<file path="src/rtl/lsu_ctrl.sv">
// Load/store unit bus master: one operation at a time, word-addressed
// request/grant/rvalid bus, misaligned accesses split into two beats,
// load data merged and extended into a one-cycle writeback result.
// lsu_op_ex encoding: 0 = load (LSU_OP_LD), 1 = store (LSU_OP_WR).
module lsu_ctrl #(
    parameter int unsigned SPLIT_MISALIGNED = 1
) (
    input  logic        clk,
    input  logic        reset,
    input  logic        lsu_req_ex,
    output logic        lsu_ready_ex,
    input  logic        lsu_op_ex,
    input  logic [1:0]  lsu_size_ex,
    input  logic        lsu_sext_ex,
    input  logic [31:0] lsu_addr_ex,
    input  logic [31:0] lsu_wdata_ex,
    input  logic        flush,
    output logic        data_req,
    input  logic        data_gnt,
    output logic        data_we,
    output logic [3:0]  data_be,
    output logic [31:0] data_addr,
    output logic [31:0] data_wdata,
    input  logic        data_rvalid,
    input  logic [31:0] data_rdata,
    input  logic        data_err,
    output logic        lsu_valid_wb,
    output logic [31:0] lsu_rdata_wb,
    output logic        lsu_err_wb
);

    typedef enum logic [2:0] {IDLE, REQ1, WAIT1, REQ2, WAIT2, RESP} state_e;

    state_e      state_q, state_d;
    logic        op_q;
    logic [1:0]  size_q;
    logic        sext_q;
    logic [31:0] addr_q;
    logic [31:0] wdata_q;
    logic [31:0] buf1_q;
    logic [31:0] buf2_q;
    logic        split_q;
    logic        err_q;
    logic        killed_q;

    logic        accept;
    logic        misal_ex;
    logic        split_ex;
    logic        illegal_ex;
    logic [3:0]  mask_q;
    logic [7:0]  be8_q;
    logic [63:0] wide_q;
    logic [31:0] raw;
    logic [31:0] ext;

    assign lsu_ready_ex = (state_q == IDLE);
    assign accept       = lsu_req_ex & lsu_ready_ex & ~flush;

    // Misalignment means the shifted byte mask would spill past byte lane 3
    assign misal_ex   = ((lsu_size_ex == 2'b01) && (lsu_addr_ex[1:0] == 2'b11)) ||
                        ((lsu_size_ex == 2'b10) && (lsu_addr_ex[1:0] != 2'b00));
    assign split_ex   = (SPLIT_MISALIGNED != 0) && misal_ex;
    assign illegal_ex = (lsu_size_ex == 2'b11) || (misal_ex && (SPLIT_MISALIGNED == 0));

    // Lane-aligned enables and store data for both beats; upper halves feed beat 2
    always_comb begin
        case (size_q)
            2'b00:   mask_q = 4'b0001;
            2'b01:   mask_q = 4'b0011;
            default: mask_q = 4'b1111;
        endcase
        be8_q  = {4'b0000, mask_q} << addr_q[1:0];
        wide_q = {32'h0, wdata_q} << {addr_q[1:0], 3'b000};
    end

    // Load merge: realign the two beats, then extend by size
    always_comb begin
        raw = 32'({buf2_q, buf1_q} >> {addr_q[1:0], 3'b000});
        case (size_q)
            2'b00:   ext = sext_q ? {{24{raw[7]}}, raw[7:0]} : {24'h0, raw[7:0]};
            2'b01:   ext = sext_q ? {{16{raw[15]}}, raw[15:0]} : {16'h0, raw[15:0]};
            default: ext = raw;
        endcase
    end

    assign lsu_valid_wb = (state_q == RESP);
    assign lsu_err_wb   = (state_q == RESP) & err_q;
    assign lsu_rdata_wb = ((state_q == RESP) && !err_q && !op_q) ? ext : '0;

    // State register
    always_ff @(posedge clk) begin
        if (reset) state_q <= IDLE;
        else       state_q <= state_d;
    end

    // Next state and bus request outputs
    always_comb begin
        state_d    = state_q;
        data_req   = 1'b0;
        data_we    = 1'b0;
        data_be    = '0;
        data_addr  = '0;
        data_wdata = '0;
        case (state_q)
            IDLE: begin
                if (accept) state_d = illegal_ex ? RESP : REQ1;
            end
            REQ1: begin
                data_req   = 1'b1;
                data_we    = op_q;
                data_be    = be8_q[3:0];
                data_addr  = {addr_q[31:2], 2'b00};
                data_wdata = wide_q[31:0];
                if (data_gnt)   state_d = WAIT1;
                else if (flush) state_d = IDLE;
            end
            WAIT1: begin
                if (data_rvalid) begin
                    if (killed_q || flush)        state_d = IDLE;
                    else if (data_err || !split_q) state_d = RESP;
                    else                          state_d = REQ2;
                end
            end
            REQ2: begin
                data_req   = 1'b1;
                data_we    = op_q;
                data_be    = be8_q[7:4];
                data_addr  = {addr_q[31:2] + 30'd1, 2'b00};
                data_wdata = wide_q[63:32];
                if (data_gnt)   state_d = WAIT2;
                else if (flush) state_d = IDLE;
            end
            WAIT2: begin
                if (data_rvalid) state_d = (killed_q || flush) ? IDLE : RESP;
            end
            RESP:    state_d = IDLE;
            default: state_d = IDLE;
        endcase
    end

    // Operation registers, response buffers, error and kill tracking
    always_ff @(posedge clk) begin
        if (reset) begin
            op_q     <= 1'b0;
            size_q   <= '0;
            sext_q   <= 1'b0;
            addr_q   <= '0;
            wdata_q  <= '0;
            buf1_q   <= '0;
            buf2_q   <= '0;
            split_q  <= 1'b0;
            err_q    <= 1'b0;
            killed_q <= 1'b0;
        end else begin
            if (accept) begin
                op_q     <= lsu_op_ex;
                size_q   <= lsu_size_ex;
                sext_q   <= lsu_sext_ex;
                addr_q   <= lsu_addr_ex;
                wdata_q  <= lsu_wdata_ex;
                split_q  <= split_ex;
                err_q    <= illegal_ex;
                killed_q <= 1'b0;
            end
            case (state_q)
                // A flush coinciding with a grant still owes us the response
                REQ1, REQ2: if (flush && data_gnt) killed_q <= 1'b1;
                WAIT1: begin
                    if (data_rvalid) begin
                        buf1_q <= data_rdata;
                        err_q  <= data_err;
                    end
                    if (flush) killed_q <= 1'b1;
                end
                WAIT2: begin
                    if (data_rvalid) begin
                        buf2_q <= data_rdata;
                        err_q  <= err_q | data_err;
                    end
                    if (flush) killed_q <= 1'b1;
                end
                default: ;
            endcase
        end
    end

endmodule

</file>
<file path="config.mk">
export PLATFORM = sky130hd
export DESIGN_NAME = lsu_ctrl
export DESIGN_NICKNAME = d
export VERILOG_FILES = /design/src/rtl/lsu_ctrl.sv
export SDC_FILE = /design/constraint.sdc
export NUM_CORES = 1
export LEC_CHECK = 0
export CELL_PAD_IN_SITES_DETAIL_PLACEMENT = 0
export CELL_PAD_IN_SITES_GLOBAL_PLACEMENT = 1
export CORE_ASPECT_RATIO = 1.25
export CORE_UTILIZATION = 34
export DETAILED_ROUTE_END_ITERATION = 8
export GPL_TIMING_DRIVEN = 0
export HOLD_SLACK_MARGIN = 0.08
export PLACE_DENSITY_LB_ADDON = 0.1
export SLEW_MARGIN = 20
export SYNTH_ARGS = -nofsm -noshare
export SYNTH_HDL_FRONTEND = slang
export SYNTH_SLANG_ARGS = --single-unit
</file>
<file path="constraint.sdc">
create_clock -name clk -period 2.8 [get_ports clk]
set_clock_uncertainty 0.2 [all_clocks]
set_input_delay 0.56 -clock clk [delete_from_list [all_inputs] [get_ports clk]]
set_output_delay 0.56 -clock clk [all_outputs]
set_load 0.1 [all_outputs]
</file>
==> metrics.cfg, run 1 <==
[outcome]
status=complete, but fails checks
violations=setup timing

[critical_path]
reg2reg_from=state_q[2]$_SDFFE_PP0P_
r2r_end=wdata_q[22]$_SDFFE_PP0P_
worst-setup-path-type=flip-flop to primary output
crit_required_ns=2.04
r2r_slack_ns=0.43
critPathArrivalTime_ns=2.33
cp_max_fo=5
endpoint_kind=primary output
cp-start-kind=flip-flop
reg2reg_depth=6

[route]
drc_errors=0
ant_nets=0
drt-wirelength-per-cell_um=19.2
wl_um=31000
drt_iter0_drc=518
dr_total_vias=8503
via_per_inst=5.27
first_pass_iters=5

[global_routing]
grtUsageTotal_pct=27.5
grt_pass1_vias=8469
gr-total-overflow=0
grt_pass1_wl_um=47000
grt_max_degree=17
grt_antenna_before_repair=1

[yosys]
syn_avg_cell_area_um2=7.06
synth_cells=1048
synth_area_um2=7400
ys.flop_type=dfxtp_1
ys_ff_latch=130
ys_seq_area_share_pct=35.2
synth.distinct_cells=53
yosysWarnings=0
async_flop_share_pct=0
synth_edf_count=0
netlist.area_leader.share_pct=35.2
yosys.area.top_type=dfxtp_1
ys_top_cells_by_area=dfxtp_1 (35%), nand2_1 (16%), a21oi_1 (11%)

[power_and_ir_drop]
combinationalPowerShare_pct=22.2
ir_drop_uv=448
p_sw_mw=1.78
pwr-share-seq_pct=36.1
clockPowerShare_pct=41.7
powerDensity_nw_per_um2=411
leakage_nw=4.58
p_int_mw=3.76
netSwitchingFraction_pct=32.1

[finish]
diodes=0
regArea_um2=2660
fin_area_um2=13500
layout-drive-gt1-share_pct=34.2
multi_input_area_um2=5790
mostFrequentLayoutCells=nand2_1 (313), a21oi_1 (138), dfxtp_1 (106)
fill_cells=1921
syn2layout_area_growth_pct=81.8
fin_nets=1430
layout_commonest_cell=nand2_1

[floorplanning]
die_h_um=167
io-pin-count=212
core-area_um2=21500
initial_utilization_pct=34.5
die_width_um=134
die_area_um2=22400
row_count=60

[timing]
layout_setup_ws_ns=-0.289
fin_crit_sh_pct=110
setup_violations=39
rsz0062_at_grt=yes
clock.fmax_mhz=324
report.final.slew_viol_count=0
tightestPinTransition_ns=1.01
timing_hold_violations_final=0
slew_headroom_pct=32.7
finalCriticalPeriod_ns=3.09

[worst_hold_path]
hp-class=flip-flop to flip-flop
whs_path_depth=2
hold_path_end=buf1_q[9]$_SDFFE_PP0P_
min_from=buf1_q[9]$_SDFFE_PP0P_

[placement]
gp_congestion=0.869
place_hpwl_um=21800
io_buffers=208
placed_area_um2=10700
place_ws_ns=-1.30

[clock_network]
htreeDepth=4
cts_sinks=130
cts.clk_slew.worst_paths_ns=0.07
insertion_delay_ns=0.42
cts_buffer_depth=2
clock-root-buffer=clkbuf_16
cts_made_buffers=17
cts_tree=done

[job]
drv_cap=0

==> stage by stage <==
stage | power, mW | std cells | util [%] | TNS, ns | hold slack, ns
3_5_place_dp | 3.07 | 1536 | 50.0 | -100.50 | 0.246
6_report | 5.53 | 1614 | 62.7 | -6.29 | 0.256
3_3_place_gp | 3.07 | 1536 | 50.0 | -102.39 | 0.242
2_1_floorplan | 2.68 | 1049 | - | -5.01 | 0.233
4_1_cts | 5.51 | 1606 | 60.5 | -7.98 | 0.255
5_1_grt | 5.71 | 1614 | 62.7 | -9.79 | 0.276
==> worst max path at each step <==
stage / from / end / slack [ns] / cells past startpoint
4_1_cts: addr_q[4]$_SDFFE_PP0P_ / data_addr[29] / -0.25 / 8
3_5_place_dp: state_q[1]$_SDFFE_PP0P_ / data_wdata[7] / -1.30 / 6
5_1_grt: addr_q[6]$_SDFFE_PP0P_ / data_addr[31] / -0.35 / 8
6_report: addr_q[9]$_SDFFE_PP0P_ / data_addr[29] / -0.29 / 7
3_3_place_gp: state_q[1]$_SDFFE_PP0P_ / data_wdata[5] / -1.34 / 6
2_1_floorplan: state_q[2]$_SDFFE_PP0P_ / data_addr[15] / -0.48 / 5
==> registers in the layout (all words and copies together) (netlist names) <==
signal	flops
op_q	1
buf2_q	24
state_q	3
split_q	1
size_q	2
buf1_q	32
sext_q	1
wdata_q	32
killed_q	1
err_q	1
addr_q	32
==> worst max-delay path, stage by stage (launching register included) <==
cell	delay, ns
dfxtp_1	0.39
nand2_2	0.12
or3_4	0.43
buf_8	0.16
nor4_4	0.33
xnor2_2	0.13
nor2_4	0.15
buf_12	0.18
==> cells in the mapped netlist (all sizes together), types with 2 or more instances <==
master,instances
nand3b,3
buf,18
nand3,14
a22oi,10
and2,14
nor4b,2
o22ai,10
mux2i,42
nor3b,2
nor3,12
a21oi,160
xnor2,15
a22o,8
nand2b,7
o211ai,9
dfxtp,130
inv,12
and3,4
nor4,7
nand2,323
clkbuf,69
nor2,47
a211oi,8
nor2b,4
or2,9
nand4,10
or3,7
o21ai,42
xor2,11
mux2,23
==> power groups by stage <==
stage	Combinational (mW)	Sequential, mW	Clock, mW
4_1_cts	1.19	1.99	2.33
6_report	1.23	2.00	2.31
3_3_place_gp	1.03	2.03	0
2_1_floorplan	0.674	2.01	0
5_1_grt	1.30	2.01	2.40
3_5_place_dp	1.03	2.04	0
==> routing by layer <==
layer / global-route usage, % / wire [µm]
met1: 32.5 / 12700
met2: 47.6 / 15500
met3: 5.05 / 1540
met4: 12.8 / 1260
met5: 0 / 0
==> area by class of cell <==
type	count	share of cell area [%]
Clock buffer	18	3.19
Multi-Input combinational cell	820	43.0
Inverter	12	0.391
Buffer	81	4.93
Tap cell	279	2.59
Clock inverter	14	1.26
Sequential cell	130	19.7
Timing Repair Buffer	260	24.9
==> logic make-up after synthesis <==
group,Yosys count,share of synthesized area (%)
xor+xnor,26,3.08
fa+ha+maj,2,0.304
buf+inv,99,5.34
compound gates,255,19.2
mux,65,9.18
flops,130,35.2
other cells,1,0.0507
simple gates,470,27.7
==> what timing repair did <==
action / CTS / global route
pin swaps: 53 / 34
endpoints found under the hold margin: 0 / 0
cloned: 4 / 2
endpoints found under the setup margin: 103 / 93
hold buffers: 0 / 0
setup buffers: 38 / 8
resized for setup: 998 / 100
No activity file was read; power rests on OpenSTA's default activity.
==> run 2, diff against run 1 <==
--- a/config.mk
+++ b/config.mk
@@ -14,3 +14,3 @@
 export HOLD_SLACK_MARGIN = 0.08
-export PLACE_DENSITY_LB_ADDON = 0.1
+export PLACE_DENSITY_LB_ADDON = 0.15
 export SLEW_MARGIN = 20
==> constraint.sdc (replaced) <==
create_clock -name clk -period 2.8 [get_ports clk]
set_clock_uncertainty 0.2 [all_clocks]
set_input_delay 0.7 -clock clk [delete_from_list [all_inputs] [get_ports clk]]
set_output_delay 0.7 -clock clk [all_outputs]
set_load 0.1 [all_outputs]
==> run 2 against run 1 <==
Die area unchanged. Setup slack worse by 0.18 ns. The run still ends with setup timing left. Via count up 3.1%. Count of clock-buffer cells in the layout unchanged. Sequential power about the same. Combinational power up 12%. Power up 3.2%. Largest cell class unchanged. Routed wire length up 6.0%. Sequential share of layout area down 1.5 points.
==> metrics.cfg, run 2 (synthesized netlist as in run 1, its figures left out) <==
[outcome]
status=complete, but fails checks  ; unchanged
violations=setup timing  ; unchanged

[critical_path]
cpLargestDelayFamily=simple AND/OR/NAND/NOR gates  ; unchanged
path_cells=nand4_1 > or4_4 > buf_16 > nor4_4 > xnor2_2 > nor2_4 > buf_12  ; was nand2_2 > or3_4 > buf_8 > nor4_4 > xnor2_2 > nor2_4 > buf_12
cp-start-kind=flip-flop  ; unchanged
crit_buf_inv=2  ; unchanged
cp_max_fo=4  ; was 5
critPathArrivalTime_ns=2.37  ; was 2.33 ns
crit_required_ns=1.90  ; was 2.04 ns
slowest_delay_ns=0.58  ; was 0.43 ns
cpMaxStageDelayCell=or4_4  ; was or3_4
worst-setup-path-type=flip-flop to primary output  ; unchanged
endpoint_kind=primary output  ; unchanged

[timing]
timing_hold_violations_final=0  ; unchanged
fin_crit_sh_pct=117  ; was 110%
setup_violations=90  ; was 39
finalCriticalPeriod_ns=3.27  ; was 3.09 ns
rsz0062_at_grt=yes  ; unchanged
fin_setup_tns_ns=-23.93  ; was -6.29 ns
slew_headroom_pct=52.5  ; was 32.7%
tightestPinTransition_ns=0.713  ; was 1.01 ns
layout_setup_ws_ns=-0.471  ; was -0.289 ns
report.final.slew_viol_count=0  ; unchanged
clock.fmax_mhz=306  ; was 324 MHz
hold-worst-slack_ns=0.254  ; was 0.256 ns

[power_and_ir_drop]
total_power_mw=5.71  ; was 5.53 mW
clockPowerShare_pct=40.8  ; was 41.7%
combinationalPowerShare_pct=24.1  ; was 22.2%
powerDensity_nw_per_um2=391  ; was 411 nW/µm²
netSwitchingFraction_pct=32.2  ; was 32.1%
p_int_mw=3.87  ; was 3.76 mW
p_sw_mw=1.84  ; was 1.78 mW
pwr-share-seq_pct=35.1  ; was 36.1%
leakage_nw=5.13  ; was 4.58 nW
ir_drop_uv=468  ; was 448 µV

[clock_network]
cts_sinks=130  ; unchanged
htreeDepth=4  ; unchanged
cts_buffer_depth=2  ; unchanged
cts_tree=done  ; unchanged
cts_hold_buf=0  ; unchanged
cts_made_buffers=17  ; unchanged
cts.clk_slew.worst_paths_ns=0.06  ; was 0.07 ns
clock-root-buffer=clkbuf_16  ; unchanged
insertion_delay_ns=0.43  ; was 0.42 ns

[route]
first_pass_iters=5  ; unchanged
via_per_inst=5.26  ; was 5.27
ant_nets=0  ; unchanged
drc_errors=0  ; unchanged
dr_total_vias=8770  ; was 8503
drt-wirelength-per-cell_um=19.7  ; was 19.2 µm
drt_iter0_drc=415  ; was 518
wl_um=32800  ; was 31000 µm

[placement]
io_buffers=208  ; unchanged
dp_cells=1536  ; unchanged
place_hpwl_um=21700  ; was 21800 µm
placed_area_um2=11000  ; was 10700 µm²
gp_congestion=0.874  ; was 0.869

[finish]
layout-drive-gt1-share_pct=39.8  ; was 34.2%
mostFrequentLayoutCells=nand2_1 (302), a21oi_1 (136), buf_12 (107)  ; was nand2_1 (313), a21oi_1 (138), dfxtp_1 (106)
fin_nets=1483  ; was 1430
fin_area_um2=14600  ; was 13500 µm²
layout_commonest_cell=nand2_1  ; unchanged
final_cells=1668  ; was 1614
reg_top3=addr_q: 32 flops, buf1_q: 32 flops, wdata_q: 32 flops  ; unchanged
syn2layout_area_growth_pct=97.5  ; was 81.8%

[worst_hold_path]
hp-class=flip-flop to flip-flop  ; unchanged

[global_routing]
grt_antenna_before_repair=1  ; unchanged
gr-total-overflow=0  ; unchanged
grtUsageTotal_pct=28.6  ; was 27.5%
grt_max_degree=17  ; unchanged
grt_pass1_vias=8561  ; was 8469
grt_pass1_wl_um=48700  ; was 47000 µm

[floorplanning]
initial_utilization_pct=34.5  ; unchanged
die_area_um2=22400  ; unchanged
die_h_um=167  ; unchanged
core-area_um2=21500  ; unchanged
die_width_um=134  ; unchanged
io-pin-count=212  ; unchanged
row_count=60  ; unchanged

[job]
drv_cap=0  ; unchanged

==> run 2: changes by cell type in the layout (fill, tap and decap cells not counted), moves of 7 or more <==
cell	before	now
nand2_1	313	302
a22o_2	8	1
buf_12	80	107
a22o_4	0	7
buf_4	43	65
and2_4	2	11
and2_1	12	3
o21ai_0	23	14
nand2_2	7	16
o21ai_1	3	10
==> run 2: power groups by stage <==
stage | combinational, mW | clock, mW | sequential (mW)
CTS | 1.29 | 2.35 | 2.00
global route | 1.45 | 2.44 | 2.01
detailed placement | 1.04 | 0 | 2.04
finish | 1.38 | 2.33 | 2.01
floorplan | 0.682 | 0 | 2.02
global placement | 1.04 | 0 | 2.04
==> run 2: layer usage <==
layer	global-route usage [%]	share of wire, %	up-vias
met5	0	0	-
li1	-	-	4218
met1	34.0	40	4161
met3	4.66	4.7	70
met4	12.2	3.6	0
met2	50.1	52	321
==> run 2: what timing repair did <==
item,4_1_cts,5_1_grt
hold endpoints to repair,0,0
buffers inserted,53,46
cloned,6,0
resized for setup,1110,100
setup endpoints to repair,103,111
pin swaps,91,60
==> run 2: stage by stage <==
stage	util, %	worst slack, ns
2_1_floorplan	-	-0.267
3_3_place_gp	51.3	-1.36
3_5_place_dp	51.3	-1.40
4_1_cts	64.9	-0.492
5_1_grt	68.1	-0.527
6_report	68.1	-0.471
==> run 2: worst register-to-register path, stage by stage (launching register included) <==
cell and delay (ns):
dfxtp_4 0.36, buf_4 0.13, nor3_2 0.27, and3b_1 0.21, clkbuf_1 0.46, clkbuf_1 0.48
nand2_1 0.20, a21oi_1 0.18
==> run 2: layout make-up <==
type / instances / area (µm²)
Fill cell: 1683 / 6850
Multi-Input combinational cell: 820 / 6090
Timing Repair Buffer: 312 / 4130
Sequential cell: 130 / 2670
Buffer: 82 / 723
Clock buffer: 18 / 439
Tap cell: 279 / 349
Clock inverter: 14 / 165
Inverter: 12 / 52.6
Antenna cell: 1 / 2.50
==> run 2: final timing paths <==
kind | to | slack [ns] | from | cells past startpoint
setup / recovery | data_addr[27] | -0.47 | addr_q[15]$_SDFFE_PP0P_ | 7
hold reg to reg | buf2_q[9]$_SDFFE_PP0P_ | 0.25 | buf2_q[9]$_SDFFE_PP0P_ | 2
setup reg to reg | wdata_q[29]$_SDFFE_PP0P_ | 0.24 | state_q[2]$_SDFFE_PP0P_ | 7
hold / removal | buf2_q[9]$_SDFFE_PP0P_ | 0.25 | buf2_q[9]$_SDFFE_PP0P_ | 2
==> run 3, diff against run 2 <==
- CORE_UTILIZATION: 34 -> 45
- DONT_BUFFER_PORTS: not set -> 1
==> run 3 against run 2 <==
The flow still finishes with violations (setup timing). First-iteration DRC count grew 27%. Core utilization is 3.8 points higher. Critical path depth stayed put. Non-clock buffer count down 223. Combinational power decreased by 13%. Count of clock-buffer cells in the layout increased by 1. Clock power decreased by 5%. Cell area decreased by 21%. Setup slack worse by 0.25 ns. Die area shrank 24%.
==> metrics.cfg, run 3 (synthesized netlist as in run 1, its figures left out) <==
[route]
drt_iter0_drc=529  ; was 415
first_pass_iters=5  ; unchanged
drt-wirelength-per-cell_um=22.0  ; was 19.7 µm
dr_total_vias=8255  ; was 8770
via_per_inst=5.99  ; was 5.26
drc_errors=0  ; unchanged
wl_um=30400  ; was 32800 µm
ant_nets=0  ; unchanged

[placement]
gp_congestion=0.918  ; was 0.874
io_buffers=0  ; was 208
dp_cells=1266  ; was 1536
place_hpwl_um=19600  ; was 21700 µm

[power_and_ir_drop]
powerDensity_nw_per_um2=468  ; was 391 nW/µm²
ir_drop_uv=436  ; was 468 µV
total_power_mw=5.43  ; was 5.71 mW
leakage_nw=3.93  ; was 5.13 nW

[worst_hold_path]
hp-class=input pin to flip-flop  ; was flip-flop to flip-flop

[clock_network]
htreeDepth=4  ; unchanged
cts.clk_slew.worst_paths_ns=0.07  ; was 0.06 ns
insertion_delay_ns=0.43  ; about the same
cts_sinks=130  ; unchanged
cts_tree=done  ; unchanged
cts_made_buffers=17  ; unchanged
clock-root-buffer=clkbuf_16  ; unchanged
cts_buffer_depth=2  ; unchanged

[global_routing]
grt_pass1_vias=7934  ; was 8561
grt_pass1_wl_um=43400  ; was 48700 µm
grt_max_degree=17  ; unchanged
grt_antenna_before_repair=0  ; was 1
gr-total-overflow=0  ; unchanged
grtUsageTotal_pct=34.3  ; was 28.6%

[finish]
fin_nets=1260  ; was 1483
final_cells=1379  ; was 1668
fill_cells=1288  ; was 1683
syn2layout_area_growth_pct=56.7  ; was 97.5%
layout-drive-gt1-share_pct=38.0  ; was 39.8%
regArea_um2=2670  ; unchanged
multi_input_area_um2=6180  ; was 6090 µm²
diodes=0  ; was 1
mostFrequentLayoutCells=nand2_1 (297), a21oi_1 (138), dfxtp_1 (101)  ; was nand2_1 (302), a21oi_1 (136), buf_12 (107)
layout_commonest_cell=nand2_1  ; unchanged
reg_top3=addr_q: 32 flops, buf1_q: 32 flops, wdata_q: 32 flops  ; unchanged

[floorplanning]
die_width_um=117  ; was 134 µm
io-pin-count=212  ; unchanged
core-area_um2=16100  ; was 21500 µm²
initial_utilization_pct=45.9  ; was 34.5%
die_area_um2=17000  ; was 22400 µm²
row_count=52  ; was 60
die_h_um=145  ; was 167 µm

[critical_path]
critPathArrivalTime_ns=2.62  ; was 2.37 ns
r2r_slack_ns=0.08  ; was 0.24 ns
endpoint_kind=primary output  ; unchanged
worst-setup-path-type=flip-flop to primary output  ; unchanged
crit_required_ns=1.90  ; about the same
cp_max_fo=5  ; was 4
cp-start-kind=flip-flop  ; unchanged

[outcome]
status=complete, but fails checks  ; unchanged
violations=setup timing  ; unchanged

[timing]
fin_crit_sh_pct=126  ; was 117%
layout_setup_ws_ns=-0.719  ; was -0.471 ns
slew_headroom_pct=26.8  ; was 52.5%
rsz0062_at_grt=yes  ; unchanged
setup_violations=98  ; was 90
finalCriticalPeriod_ns=3.52  ; was 3.27 ns
timing_hold_violations_final=0  ; unchanged
tightestPinTransition_ns=1.10  ; was 0.713 ns
clock.fmax_mhz=284  ; was 306 MHz
report.final.slew_viol_count=0  ; unchanged

[job]
drv_cap=0  ; unchanged

-- run 3: critical path: stages, from the launching register on --
cell and delay [ns]:
dfxtp_4 0.34, nand4_1 0.09, or4_4 0.58, buf_12 0.17, buf_4 0.13, nor4_4 0.18, xnor2_2 0.14, nor2_4 0.53
-- run 3: per-layer routing --
metal	track usage, %	up-vias	wire length, µm
met5	0	-	0
met4	19.9	0	1540
met3	7.58	101	2320
met2	57.9	407	15300
met1	39.1	3978	11300
li1	-	3769	-
-- run 3: timing repair --
| action | 4_1_cts | 5_1_grt |
|---|---|---|
| gates cloned | 6 | 1 |
| hold buffers | 0 | 0 |
| pin swaps | 112 | 89 |
| setup endpoints to repair | 171 | 146 |
| gates resized for setup | 232 | 129 |
| buffers inserted | 54 | 33 |
-- run 3: final timing paths --
kind / endpoint / cells after the start / startpoint
worst max-delay path: data_addr[25] / 7 / addr_q[15]$_SDFFE_PP0P_
worst min-delay path: addr_q[20]$_SDFFE_PP0P_ / 2 / lsu_addr_ex[20]
worst max register to register: killed_q$_SDFF_PP0_ / 8 / state_q[2]$_SDFFE_PP0P_
worst min register to register: buf2_q[13]$_SDFFE_PP0P_ / 2 / buf2_q[13]$_SDFFE_PP0P_
-- run 3: layout make-up --
type                    count  share of cell area (%)
multi-input cells         820                    53.3
flip-flops and latches    130                    23.0
repair buffers             91                    9.05
plain buffers              80                    6.82
clock buffers              19                    3.82
well taps                 216                    2.33
clock inverters            11                    1.17
inverters                  12                   0.475
-- run 3: stage by stage --
| stage | hold WS (ns) | setup slack [ns] | cell area (µm²) | utilization (%) | TNS [ns] |
|---|---|---|---|---|---|
| 4_1_cts | 0.185 | -0.732 | 10900 | 67.7 | -37.59 |
| 2_1_floorplan | 0.233 | -0.267 | 8580 | - | -8.19 |
| 5_1_grt | 0.196 | -0.771 | 11600 | 71.9 | -40.71 |
| 3_5_place_dp | 0.247 | -0.674 | 8870 | 55.0 | -37.67 |
| 3_3_place_gp | 0.241 | -0.778 | 8850 | 54.9 | -70.11 |
| 6_report | 0.187 | -0.719 | 11600 | 71.9 | -36.53 |
-- run 3: power breakdown --
group | switching [mW] | leakage, nW | total [mW] | internal (mW)
logic | 0.753 | 2.58 | 1.20 | 0.447
clock network | 0.886 | 0.271 | 2.22 | 1.33
registers | 0.0919 | 1.07 | 2.01 | 1.92
